--- src/rtl/vending_pkg.sv ---
// Shared vending constants: coin values in cents and the change-dispenser state codes.
// The FAULT code exists only when CHANGE_TIMEOUT_EN is defined.
package vending_pkg;

  localparam int unsigned NICKEL  = 5;
  localparam int unsigned DIME    = 10;
  localparam int unsigned QUARTER = 25;

  localparam logic [2:0] ST_IDLE    = 3'd0;
  localparam logic [2:0] ST_SELECT  = 3'd1;
  localparam logic [2:0] ST_REQ     = 3'd2;
  localparam logic [2:0] ST_RELEASE = 3'd3;
  localparam logic [2:0] ST_DONE    = 3'd4;
`ifdef CHANGE_TIMEOUT_EN
  localparam logic [2:0] ST_FAULT   = 3'd5;
`endif

endpackage

--- src/rtl/handshake_timer.sv ---
// Per-phase handshake watchdog; o_expired flags the last permitted cycle of a phase.
// Only built when CHANGE_TIMEOUT_EN is defined.
`ifdef CHANGE_TIMEOUT_EN
module handshake_timer #(
  parameter int TIMEOUT_CYCLES = 1000
) (
  input  logic i_clk,
  input  logic i_rst,
  input  logic i_clear,
  input  logic i_enable,
  output logic o_expired
);

  localparam int CW = $clog2(TIMEOUT_CYCLES + 1);
  localparam logic [CW-1:0] LAST = CW'(TIMEOUT_CYCLES - 1);

  logic [CW-1:0] r_count;

  // Count starts at 0 on the first cycle of a phase, so expiry lands after TIMEOUT_CYCLES cycles.
  always_ff @(posedge i_clk or posedge i_rst) begin
    if (i_rst) begin
      r_count <= '0;
    end else if (i_clear) begin
      r_count <= '0;
    end else if (i_enable && !o_expired) begin
      r_count <= r_count + 1'b1;
    end
  end

  assign o_expired = i_enable && (r_count == LAST);

endmodule
`endif

--- src/rtl/change_dispenser.sv ---
// Greedy coin-change dispenser driving a quarter/dime/nickel ejector over a four-phase Ack handshake.
// Define CHANGE_TIMEOUT_EN to add the handshake timeout, the sticky FAULT state and the Fault port.
module change_dispenser
  import vending_pkg::*;
#(
  parameter int WIDTH          = 6,
  parameter int TIMEOUT_CYCLES = 1000
) (
  input  logic             ClkIn,
  input  logic             Reset,
  input  logic             Start,
  input  logic [WIDTH-1:0] ChangeIn,
  input  logic             Ack,
  output logic             EjectQ,
  output logic             EjectD,
  output logic             EjectN,
  output logic             Busy,
  output logic             Done,
`ifdef CHANGE_TIMEOUT_EN
  output logic             Fault,
`endif
  output logic [WIDTH-1:0] Remaining
);

  localparam logic [WIDTH-1:0] W_NICKEL  = WIDTH'(NICKEL);
  localparam logic [WIDTH-1:0] W_DIME    = WIDTH'(DIME);
  localparam logic [WIDTH-1:0] W_QUARTER = WIDTH'(QUARTER);

  logic [2:0]       r_state;
  logic [2:0]       w_next;
  logic [WIDTH-1:0] r_remaining;
  logic [2:0]       r_eject;
  logic [2:0]       w_pick;
  logic [WIDTH-1:0] w_coin;

`ifdef CHANGE_TIMEOUT_EN
  logic w_expired;
  logic w_timer_en;
  logic w_timer_clear;

  assign w_timer_en    = (r_state == ST_REQ) || (r_state == ST_RELEASE);
  assign w_timer_clear = (w_next != r_state);

  handshake_timer #(
    .TIMEOUT_CYCLES(TIMEOUT_CYCLES)
  ) u_timer (
    .i_clk    (ClkIn),
    .i_rst    (Reset),
    .i_clear  (w_timer_clear),
    .i_enable (w_timer_en),
    .o_expired(w_expired)
  );
`endif

  // Eject bits are {quarter, dime, nickel}; an all-zero pick means the residue is below a nickel.
  always_comb begin
    w_pick = 3'b000;
    if (r_remaining >= W_QUARTER)     w_pick = 3'b100;
    else if (r_remaining >= W_DIME)   w_pick = 3'b010;
    else if (r_remaining >= W_NICKEL) w_pick = 3'b001;
  end

  always_comb begin
    w_coin = W_NICKEL;
    case (r_eject)
      3'b100:  w_coin = W_QUARTER;
      3'b010:  w_coin = W_DIME;
      default: w_coin = W_NICKEL;
    endcase
  end

  always_comb begin
    w_next = r_state;
    case (r_state)
      ST_IDLE:    if (Start) w_next = ST_SELECT;
      ST_SELECT:  w_next = (w_pick != 3'b000) ? ST_REQ : ST_DONE;
      ST_REQ: begin
        if (Ack) w_next = ST_RELEASE;
`ifdef CHANGE_TIMEOUT_EN
        else if (w_expired) w_next = ST_FAULT;
`endif
      end
      ST_RELEASE: begin
        if (!Ack) w_next = ST_SELECT;
`ifdef CHANGE_TIMEOUT_EN
        else if (w_expired) w_next = ST_FAULT;
`endif
      end
      ST_DONE:    w_next = ST_IDLE;
`ifdef CHANGE_TIMEOUT_EN
      ST_FAULT:   w_next = ST_FAULT;
`endif
      default:    w_next = ST_IDLE;
    endcase
  end

  // The coin is subtracted on the same edge that accepts Ack, so Remaining never leads the ejector.
  always_ff @(posedge ClkIn or posedge Reset) begin
    if (Reset) begin
      r_state     <= ST_IDLE;
      r_remaining <= '0;
      r_eject     <= 3'b000;
    end else begin
      r_state <= w_next;
      if ((r_state == ST_IDLE) && Start) r_remaining <= ChangeIn;
      if ((r_state == ST_REQ) && Ack)    r_remaining <= r_remaining - w_coin;
      if (r_state == ST_SELECT)                           r_eject <= w_pick;
      else if ((r_state == ST_REQ) && (w_next != ST_REQ)) r_eject <= 3'b000;
    end
  end

  assign {EjectQ, EjectD, EjectN} = r_eject;
  assign Done      = (r_state == ST_DONE);
  assign Remaining = r_remaining;

`ifdef CHANGE_TIMEOUT_EN
  assign Busy  = (r_state != ST_IDLE) && (r_state != ST_FAULT);
  assign Fault = (r_state == ST_FAULT);
`else
  assign Busy  = (r_state != ST_IDLE);
`endif

endmodule
--- config.mk ---
export PLATFORM = sky130hd
export DESIGN_NAME = change_dispenser
export DESIGN_NICKNAME = d
export VERILOG_FILES = /design/src/rtl/vending_pkg.sv /design/src/rtl/handshake_timer.sv /design/src/rtl/change_dispenser.sv
export SDC_FILE = /design/constraint.sdc
export NUM_CORES = 1
export LEC_CHECK = 0
export ABC_AREA = 1
export BUFFER_PORTS_ARGS = -buffer_cell sky130_fd_sc_hd__buf_2
export CAP_MARGIN = 30
export CORE_MARGIN = 10
export CORE_UTILIZATION = 42
export CTS_CLUSTER_DIAMETER = 80
export DETAILED_ROUTE_END_ITERATION = 7
export PLACE_DENSITY = 0.75
export REMOVE_ABC_BUFFERS = 1
export SYNTH_ARGS = -nofsm -noshare
export SYNTH_HDL_FRONTEND = slang
export SYNTH_SLANG_ARGS = --single-unit
--- constraint.sdc ---
create_clock -name ClkIn -period 1.9 [get_ports ClkIn]
set_input_delay 0.19 -clock ClkIn [delete_from_list [all_inputs] [get_ports ClkIn]]
set_output_delay 0.19 -clock ClkIn [all_outputs]
set_load 0.02 [all_outputs]
==> After elaboration in Yosys (flattened, before gate mapping) <==
Index checks and enable logic that the tools add are counted.
{ "totals": {"out_inout_bits": 11, "ff_bits": 12, "in_bits": 10, "wordCells": 35} }
{ "classes": {"order_cmp": 3, "muxes": 13, "reduce_logical": 8, "n_eq_ne": 7, "addsub": 1} }
{ "ops": {"columns": ["cell", "count"], "rows": [
  ["3-bit two-way mux", 7],
  ["6-bit two-way mux", 2],
  ["3-bit one-hot mux with 4 select lines", 1],
  ["5-bit one-hot mux with 2 select lines", 1],
  ["3-bit by 2-bit equality test with 1-bit output (second input constant)", 3],
  ["3-bit equality test (second input constant)", 2],
  ["6-bit by 3-bit >= comparator with 1-bit output (second input constant)", 1],
  ["6-bit by 4-bit >= comparator with 1-bit output (second input constant)", 1],
  ["6-bit by 5-bit >= comparator with 1-bit output (second input constant)", 1],
  ["3-bit nonzero test", 2],
  ["6-bit subtractor", 1],
  ["2-bit nonzero test", 2],
  ["3-bit by 1-bit equality test with 1-bit output (second input constant)", 1],
  ["1-bit logical AND", 3],
  ["3-bit zero test", 1],
  ["3-bit by 2-bit inequality test with 1-bit output (second input constant)", 1],
  ["2-bit two-way mux", 1],
  ["1-bit two-way mux", 1]
]} }

==> Depth between registers and ports, before layout <==
Gate-level depths: netlist of the first run.
{ "logic_depth": {"depth_word": 11, "depth_mapped": 14, "mapped_depth_nobuf": 14} }

==> Least setup slack after synthesis of the first run <==
OpenSTA, ideal clock, no wires.
{ "synth_timing": {"kind": "reg2reg", "start": "reg r_eject[2]", "end": "reg r_remaining[4], in the netlist Remaining[4]", "stages_incl_launch_ff": 10, "path_buffers": 0, "setup_ns": 0.120, "setup_slack_ns": -0.199, "t_required_ns": 1.780, "t_arrival_ns": 1.979, "synth_period_minus_slack_ns": 2.099, "path_cell_list": "dfrtp_1 -> nor3_1 -> inv_1 -> ha_1 -> fa_1 -> nand3b_1 -> nand3_1 -> nand2_1 -> o21ai_1 -> nand2_1"} }
{ "synth_via": {"elab_chain_cells": 4, "elab_cells_between_ends": 5, "cone_classes": "add/sub: 1; eq/ne: 2; mux: 2"} }
{ "synth_rtl": {"columns": ["element", "line_no", "text"], "rows": [
  ["start: declaration", "change_dispenser.sv:32", "logic [2:0] r_eject;"],
  ["start signal: assignment", "change_dispenser.sv:107", "if (r_state == ST_SELECT) r_eject <= w_pick;"],
  ["3-bit by 2-bit equality test with 1-bit output or 3-bit equality test (tied branches)", "change_dispenser.sv:65", "case (r_eject)"],
  ["5-bit one-hot mux with 2 select lines (*)", "change_dispenser.sv:65", null],
  ["6-bit subtractor (*)", "change_dispenser.sv:106", "if ((r_state == ST_REQ) && Ack) r_remaining <= r_remaining - w_coin;"],
  ["6-bit two-way mux (*)", "change_dispenser.sv:106", null],
  ["end signal: assignment", "change_dispenser.sv:105", "if ((r_state == ST_IDLE) && Start) r_remaining <= ChangeIn;"],
  ["end signal: assignment", "change_dispenser.sv:106", null],
  ["end: declaration", "change_dispenser.sv:31", "logic [WIDTH-1:0] r_remaining;"]
]} }
Mark *: on every way between the ends. The rest lies on a longest branch, timed or not.
A chain may end at the register's enable or synchronous reset.

==> Worst setup path in the final report of the first run <==
{ "layout_timing": {"start": "reg r_eject[2]", "end": "reg r_remaining[5], in the netlist Remaining[5]"} }
Same word-level chain as after synthesis.

==> results.toml, run 1 <==
[yosys]
synth_top_area_cell = "dfrtp_1"
ys.warnings.count = 0
syn_area_um2 = 863
netlist_instances = 119
ys_ff_latch = 12
netlist-cell-type-count = 23
seq_area_frac_synth_pct = 34.8
syn_avg_cell_area_um2 = 7.25
synth_top_area_share_pct = 34.8
yosys-top-cells-area = "dfrtp_1 (35%), nand2_1 (11%), inv_1 (7.4%)"

[finish]
final_cell_mix = "nand2_1 (22), buf_2 (20), inv_1 (14)"
layout.nets = 171
areaGrowthSynthToFinish_pct = 37.2
drive_gt1_share_pct = 37.3
diodes = 0
fin_cells = 180
final_common_cell = "nand2_1"

[global_route]
antenna_found_initial = 0
grt_start_max_net_pins = 13
gr-total-overflow = 0
grt_pass1_wl_um = 3930
grt_pass1_vias = 969
grt.total_usage_pct = 11.2

[timing]
period_share_pct = 97.4
setup_viol = 0
slew-limit-headroom_pct = 68.7
fmax_ghz = 0.540
fin_crit_ns = 1.85
fin_ws_ns = 0.0487
hold_viol = 0
timing_worst_slew_pin_value_ns = 0.469
rsz0062_at_grt = "true"
fin_worst_skew_ns = 0.00208
drv_slew = 0

[setup_path]
worstPathArrival_ns = 2.01
required_ns = 2.06
end_kind = "flop"
start_kind = "flop"
crit_path_max_fanout = 5
path_class = "flop to flop"

[floorplan]
ioPinCount = 21
start_util_pct = 44.0
die_area_um2 = 4270
die_w_um = 65.3
core_um2 = 1960
row_count = 16
die_h_um = 65.3

[run_status]
status = "complete, no violations"

[flow_run]
cap_violations = 0

[routing]
via_per_inst = 5.07
drt_iter0_markers = 23
vias = 912
wl_per_cell_um = 13.3
drtPass1Iterations = 4
drcViolationCount = 0
final_antenna_net_count = 0
routed_wl_um = 2390

[clock_network]
cts_tree = "yes"
insertion_delay_ns = 0.27
clk_path_buf_depth = 2
numCtsBuffers = 3
clk_pin_slew_ns = 0.07
cts-root-buf = "clkbuf_4"
cts.sinks = 12
cts-htree-levels = 1

[pwr]
p_leak_nw = 0.610
irDropWorstVdd_mv = 0.966
power_density_nw_per_um2 = 2070
total_power_mw = 2.45

[place]
dp.cells = 172
dp_hpwl_um = 1850
place.port_buffers = 20
dp_slack_ns = -0.105
gp_congestion = 0.875

[worst_hold_path]
hp-class = "input port to flop"
[state kept, by name (all words and copies together), names as in the netlist]
name and flops:
Remaining 6, r_eject 3, r_state 3
[per-stage QoR]
step | utilization [%] | cell area [um^2] | setup TNS (ns) | hold slack [ns]
6_report | 60.4 | 1180 | 0 | 0.179
4_1_cts | 55.5 | 1090 | 0 | 0.177
3_5_place_dp | 53.1 | 1040 | -0.152 | 0.222
3_3_place_gp | 53.1 | 1040 | 0 | 0.223
2_1_floorplan | - | 863 | -0.356 | 0.0547
5_1_grt | 60.4 | 1180 | -0.180 | 0.176
[power breakdown]
| group | internal, mW | switching (mW) |
|---|---|---|
| Sequential | 0.370 | 0.155 |
| Combinational | 0.764 | 1.01 |
| Clock | 0.0733 | 0.0752 |
[cell usage after synthesis]
cell type / n
o22ai_1: 2
clkinv_2: 1
ha_1: 5
nand2_1: 26
nand4_2: 1
a21oi_1: 7
o21ai_1: 1
inv_2: 4
nand2_4: 1
o211ai_1: 3
xnor2_1: 1
nand2_2: 1
nand3b_1: 1
nand4_1: 1
fa_1: 1
nand3_1: 10
nor3_4: 1
nor3_1: 4
nor2_1: 12
nand3_2: 1
dfrtp_1: 12
inv_1: 17
o21ai_0: 6
[cells by family after synthesis]
kind of cell / share of synthesized area, %
fa+ha+maj: 9.57
flops: 34.8
xor+xnor: 1.01
buf+inv: 9.71
simple gates: 32.8
compound gates: 12.2
[critical path, stage by stage (launching register included)]
cell	delay, ns
dfrtp_1	0.41
buf_4	0.16
nand2_2	0.07
nand2_2	0.06
buf_4	0.14
ha_4	0.29
nand2_1	0.07
nor2_1	0.12
nand2_1	0.11
nand4_1	0.10
nand3_1	0.07
nand2_1	0.08
nand2_1	0.05
[cell type report]
class / instances / area (um^2)
Sequential cell: 12 / 300
Multi-Input combinational cell: 85 / 556
Tap cell: 27 / 33.8
Inverter: 22 / 83.8
Clock buffer: 3 / 22.5
Fill cell: 188 / 777
Timing Repair Buffer: 31 / 189
[final timing paths]
path                       slack [ns]                        to  cells past startpoint              startpoint
setup / recovery                 0.05  Remaining[5]$_DFFE_PP0P_                     12  r_eject[2]$_DFFE_PP0P_
hold reg to reg                  0.45      r_state[0]$_DFF_PP0_                      1    r_state[2]$_DFF_PP0_
min in group asynchronous        0.47    r_eject[0]$_DFFE_PP0P_                      3                   Reset
setup reg to reg                 0.05  Remaining[5]$_DFFE_PP0P_                     12  r_eject[2]$_DFFE_PP0P_
hold / removal                   0.18  Remaining[1]$_DFFE_PP0P_                      3             ChangeIn[1]
max in group asynchronous        1.11      r_state[0]$_DFF_PP0_                      3                   Reset
[per-layer routing]
| layer | track usage, % | share of wire, % | up-vias |
|---|---|---|---|
| li1 | - | - | 453 |
| met1 | 11.6 | 42 | 426 |
| met2 | 19.9 | 50 | 25 |
| met3 | 2.88 | 5.3 | 8 |
| met4 | 6.68 | 3.0 | 0 |
| met5 | 0 | 0 | - |
[what timing repair did]
item	4_1_cts	5_1_grt
hold buffers	1	0
resized for setup	2	16
pin swaps	1	13
endpoints found under the setup margin	3	5
buffers inserted	1	4
gates cloned	0	0
endpoints found under the hold margin	12	0
Power figures use the tool's default switching activity.
==> inputs of run 2 (changes only) <==
CORE_UTILIZATION = 25   (was 42)
CTS_BUF_LIST = sky130_fd_sc_hd__clkbuf_4   (was default)
PLACE_DENSITY = 0.52   (was 0.75)
==> results.toml, run 2 (synthesized netlist as in run 1, its figures left out) <==
[run_status]
status = "complete, no violations"

[clock_network]
cts-htree-levels = 1
insertion_delay_ns = 0.27
numCtsBuffers = 3
cts.sinks = 12
cts-root-buf = "clkbuf_4"
clk_pin_slew_ns = 0.08
clk_path_buf_depth = 2
cts_tree = "yes"

[place]
dp.cells = 191
gp_congestion = 0.791
dp_slack_ns = -0.0327
dp_hpwl_um = 1890
place.port_buffers = 20
dpl_cell_area_um2 = 1070

[timing]
setup_viol = 0
fin_ws_ns = 0.0693
fin_worst_skew_ns = 0.00254
drv_slew = 0
fmax_ghz = 0.546
rsz0062_at_grt = "true"
slew-limit-headroom_pct = 68.8
fin_crit_ns = 1.83
period_share_pct = 96.4
hold_viol = 0
timing_worst_slew_pin_value_ns = 0.467

[pwr]
p_comb_share_pct = 70.2
p_leak_nw = 0.598
power_density_nw_per_um2 = 1960
p_int_mw = 1.10
irDropWorstVdd_mv = 0.375
total_power_mw = 2.26
switchingPower_mw = 1.16
swShare_pct = 51.4
clkPwrFrac_pct = 7.1
p_seq_share_pct = 22.8

[routing]
highest_layer = "met4"
vias = 885
wl_met2_um = 1200
drcViolationCount = 0
final_antenna_net_count = 0
wl_met1_um = 975
wl_per_cell_um = 11.8
drt_iter0_markers = 46
dr_wl_met3_um = 101
via_per_inst = 4.49
routed_wl_um = 2320
drtPass1Iterations = 4

[setup_path]
crit_path_max_fanout = 2
worstPathArrival_ns = 2.00
required_ns = 2.07
start_kind = "flop"
path_class = "flop to flop"
end_kind = "flop"

[finish]
final_common_cell = "nand2_1"
utilization_pct = 34.5
largest_register_ffs = 6
fin_cells = 197
areaGrowthSynthToFinish_pct = 33.5
layout.nets = 169
stdcell_area_um2 = 1150
seq_area_um2 = 300
multiInputGateArea_um2 = 518
diodes = 0
drive_gt1_share_pct = 31.1
final_cell_mix = "nand2_1 (26), buf_2 (20), inv_1 (15)"
fillerInstances = 380

[global_route]
grt_pass1_vias = 873
grt_start_max_net_pins = 13
grt_pass1_wl_um = 3900
grt.total_usage_pct = 7.64
antenna_found_initial = 0
gr-total-overflow = 0

[floorplan]
row_count = 21
ioPinCount = 21
start_util_pct = 25.9
core_um2 = 3340
die_area_um2 = 6200
die_h_um = 78.8
die_w_um = 78.8

[worst_hold_path]
hp-class = "input port to flop"

[flow_run]
cap_violations = 0
## run 2: cell types whose count changed in the layout (fill, tap and decap cells not counted), sizes merged
cell	previous run	this run
buf	30	28
## run 2: final timing paths
path / startpoint / endpoint / slack, ns / depth (start not counted)
max in group asynchronous: Reset / r_eject[2]$_DFFE_PP0P_ / 1.12 / 3
worst min register to register: r_state[2]$_DFF_PP0_ / r_state[0]$_DFF_PP0_ / 0.45 / 1
min in group asynchronous: Reset / r_state[0]$_DFF_PP0_ / 0.47 / 3
worst max-delay path: r_eject[1]$_DFFE_PP0P_ / Remaining[4]$_DFFE_PP0P_ / 0.07 / 10
worst max register to register: r_eject[1]$_DFFE_PP0P_ / Remaining[4]$_DFFE_PP0P_ / 0.07 / 10
worst min-delay path: ChangeIn[2] / Remaining[2]$_DFFE_PP0P_ / 0.15 / 3
## run 2: final cells by class
type                       instances  share of cell area [%]
tap                               46                    4.99
clock buffer                       3                    1.95
timing repair buffer              29                    14.8
inverter                          22                    7.27
multi-input combinational         85                    45.0
sequential                        12                    26.1
## run 2: power groups by stage
stage | logic, mW | registers (mW) | clock network, mW
3_3_place_gp | 1.47 | 0.499 | 0
6_report | 1.58 | 0.514 | 0.159
5_1_grt | 1.81 | 0.540 | 0.168
3_5_place_dp | 1.49 | 0.506 | 0
2_1_floorplan | 0.956 | 0.587 | 0
4_1_cts | 1.50 | 0.502 | 0.161
## run 2: repair_timing
action / CTS / global route
hold endpoints to repair: 12 / 0
pin swaps: 0 / 4
setup buffers: 0 / 2
setup endpoints to repair: 2 / 4
hold buffers: 1 / 0
resized for setup: 1 / 7
## run 2: worst max-delay path, stage by stage, from the launching register on
cell      delay (ns)
dfrtp_1         0.36
inv_2           0.06
nor3_4          0.20
inv_2           0.07
ha_4            0.16
fa_2            0.35
nand3b_1        0.18
nand3_1         0.09
nand2_1         0.05
o21ai_1         0.14
nand2_1         0.06
## run 2: per-layer routing
metal	global-route usage [%]	vias up
li1	-	452
met1	8.58	413
met2	13.1	16
met3	1.69	4
met4	4.30	0
met5	0	-
## run 2: through the flow
stage                     setup TNS, ns  hold slack, ns
final                                 0           0.152
after global routing             -0.241           0.173
after CTS                             0           0.162
after detailed placement        -0.0341           0.228
after global placement                0           0.217
after floorplan                  -0.356          0.0547
==> inputs of run 3 (changes only) <==
CORE_MARGIN = 4   (was 10)
==> results.toml, run 3 (synthesized netlist as in run 1, its figures left out) <==
[run_status]
status = "complete, no violations"

[pwr]
p_leak_nw = 0.587
p_comb_share_pct = 69.8
power_density_nw_per_um2 = 1940
p_seq_share_pct = 23.4
clkPwrFrac_pct = 6.8
swShare_pct = 51.5
switchingPower_mw = 1.12
irDropWorstVdd_mv = 0.365
p_int_mw = 1.05

[clock_network]
numCtsBuffers = 3
cts-root-buf = "clkbuf_4"
clk_pin_slew_ns = 0.07
insertion_delay_ns = 0.26
cts.sinks = 12
cts_tree = "yes"
clk_path_buf_depth = 2
cts-htree-levels = 1

[place]
place.port_buffers = 20
dp_slack_ns = -0.0562
gp_congestion = 0.820
dp_hpwl_um = 1800

[setup_path]
critical_path_buf_inv_count = 1
start_kind = "flop"
critPathTopFamily = "simple AND/OR/NAND/NOR gates"
cp_slowest_cell = "dfrtp_1"
worstPathArrival_ns = 1.98
required_ns = 2.04
cp_cell_sequence = "nor3_2 -> inv_1 -> ha_2 -> fa_2 -> nand3b_1 -> nand3_1 -> nand2_1 -> o21ai_1 -> nand2_1"
crit_top_cell = "nand2_1"
path_class = "flop to flop"
regToRegSetupSlack_ns = 0.06
crit_path_max_incr_delay_ns = 0.39
end_kind = "flop"
crit_path_max_fanout = 2

[routing]
final_antenna_net_count = 0
via_per_inst = 4.38
routed_wl_um = 2130
drtPass1Iterations = 4
drcViolationCount = 0
drt_iter0_markers = 41
vias = 855
wl_per_cell_um = 10.9

[floorplan]
die_area_um2 = 4460
die_w_um = 66.8
row_count = 21
start_util_pct = 25.9
ioPinCount = 21
core_um2 = 3340
die_h_um = 66.8

[global_route]
grt_start_max_net_pins = 13
antenna_found_initial = 0
grt_pass1_vias = 792
grt.total_usage_pct = 10.0
grt_pass1_wl_um = 3400
gr-total-overflow = 0

[timing]
timing_worst_slew_pin_value_ns = 0.441
period_share_pct = 96.6
hold_slack_ns = 0.176
hold_viol = 0
drv_slew = 0
fin_ws_ns = 0.0638
setup_viol = 0
fin_crit_ns = 1.84
rsz0062_at_grt = "true"
fin_worst_skew_ns = 0.00510
slew-limit-headroom_pct = 70.6
fmax_ghz = 0.545

[flow_run]
cap_violations = 0

[finish]
final_cell_mix = "nand2_1 (26), buf_2 (20), inv_1 (17)"
final_common_cell = "nand2_1"
layout.nets = 167
seq_area_um2 = 300
multiInputGateArea_um2 = 504
fillerInstances = 367
utilization_pct = 33.7
drive_gt1_share_pct = 29.5
areaGrowthSynthToFinish_pct = 30.1
diodes = 0
largest_register_ffs = 6

[worst_hold_path]
hp-class = "input port to flop"
-- run 3: cell count changes in the layout (fill, tap and decap cells not counted) --
cell / before / now
ha_1: 3 / 2
buf_4: 8 / 6
inv_1: 15 / 17
ha_2: 0 / 2
nor3_4: 2 / 1
ha_4: 2 / 1
nor3_2: 0 / 1
inv_2: 6 / 4
-- run 3: tightest hold or removal path, stage by stage --
cell and delay, ns:
buf_2 0.07, nor3_1 0.04, nor2_1 0.09
-- run 3: power groups by stage --
stage / clock, mW / combinational (mW) / sequential (mW)
after floorplan: 0 / 0.956 / 0.587
after global placement: 0 / 1.43 / 0.500
after detailed placement: 0 / 1.46 / 0.504
after CTS: 0.154 / 1.49 / 0.502
after global routing: 0.170 / 1.73 / 0.530
final: 0.147 / 1.52 / 0.509
-- run 3: metrics by stage --
stage,std cells,power (mW),area (um^2),setup TNS [ns]
finish,195,2.17,1120,0
floorplan,119,1.54,863,-0.356
global route,195,2.43,1120,-0.182
detailed placement,190,1.96,1060,-0.0825
global placement,190,1.93,1060,0
CTS,195,2.14,1110,0
-- run 3: repair_timing --
action | 4_1_cts | 5_1_grt
gates resized for setup | 2 | 4
gates cloned | 0 | 0
hold endpoints to repair | 12 | 0
hold buffers | 1 | 0
endpoints found under the setup margin | 3 | 5
pin swaps | 1 | 1
buffers inserted | 1 | 0
-- run 3: path summary, 6_finish.rpt --
check	from	end	depth (start not counted)
setup / recovery	r_eject[2]$_DFFE_PP0P_	Remaining[4]$_DFFE_PP0P_	9
hold / removal	ChangeIn[2]	Remaining[2]$_DFFE_PP0P_	3
setup reg to reg	r_eject[2]$_DFFE_PP0P_	Remaining[4]$_DFFE_PP0P_	9
hold reg to reg	r_state[2]$_DFF_PP0_	r_state[0]$_DFF_PP0_	1
max in group asynchronous	Reset	Remaining[5]$_DFFE_PP0P_	3
min in group asynchronous	Reset	Remaining[1]$_DFFE_PP0P_	3
-- run 3: area by class of cell --
class                           instances  area share [%]
Multi-Input combinational cell         85            44.9
Sequential cell                        12            26.7
Timing Repair Buffer                   27            13.8
Inverter                               22            7.46
Tap cell                               46            5.12
Clock buffer                            3            2.00
-- run 3: per-layer routing --
| layer | track usage [%] | part of all wire [%] |
|---|---|---|
| met1 | 11.6 | 46 |
| met2 | 18.1 | 49 |
| met3 | 1.18 | 3.1 |
| met4 | 4.82 | 1.5 |
| met5 | 0 | 0 |
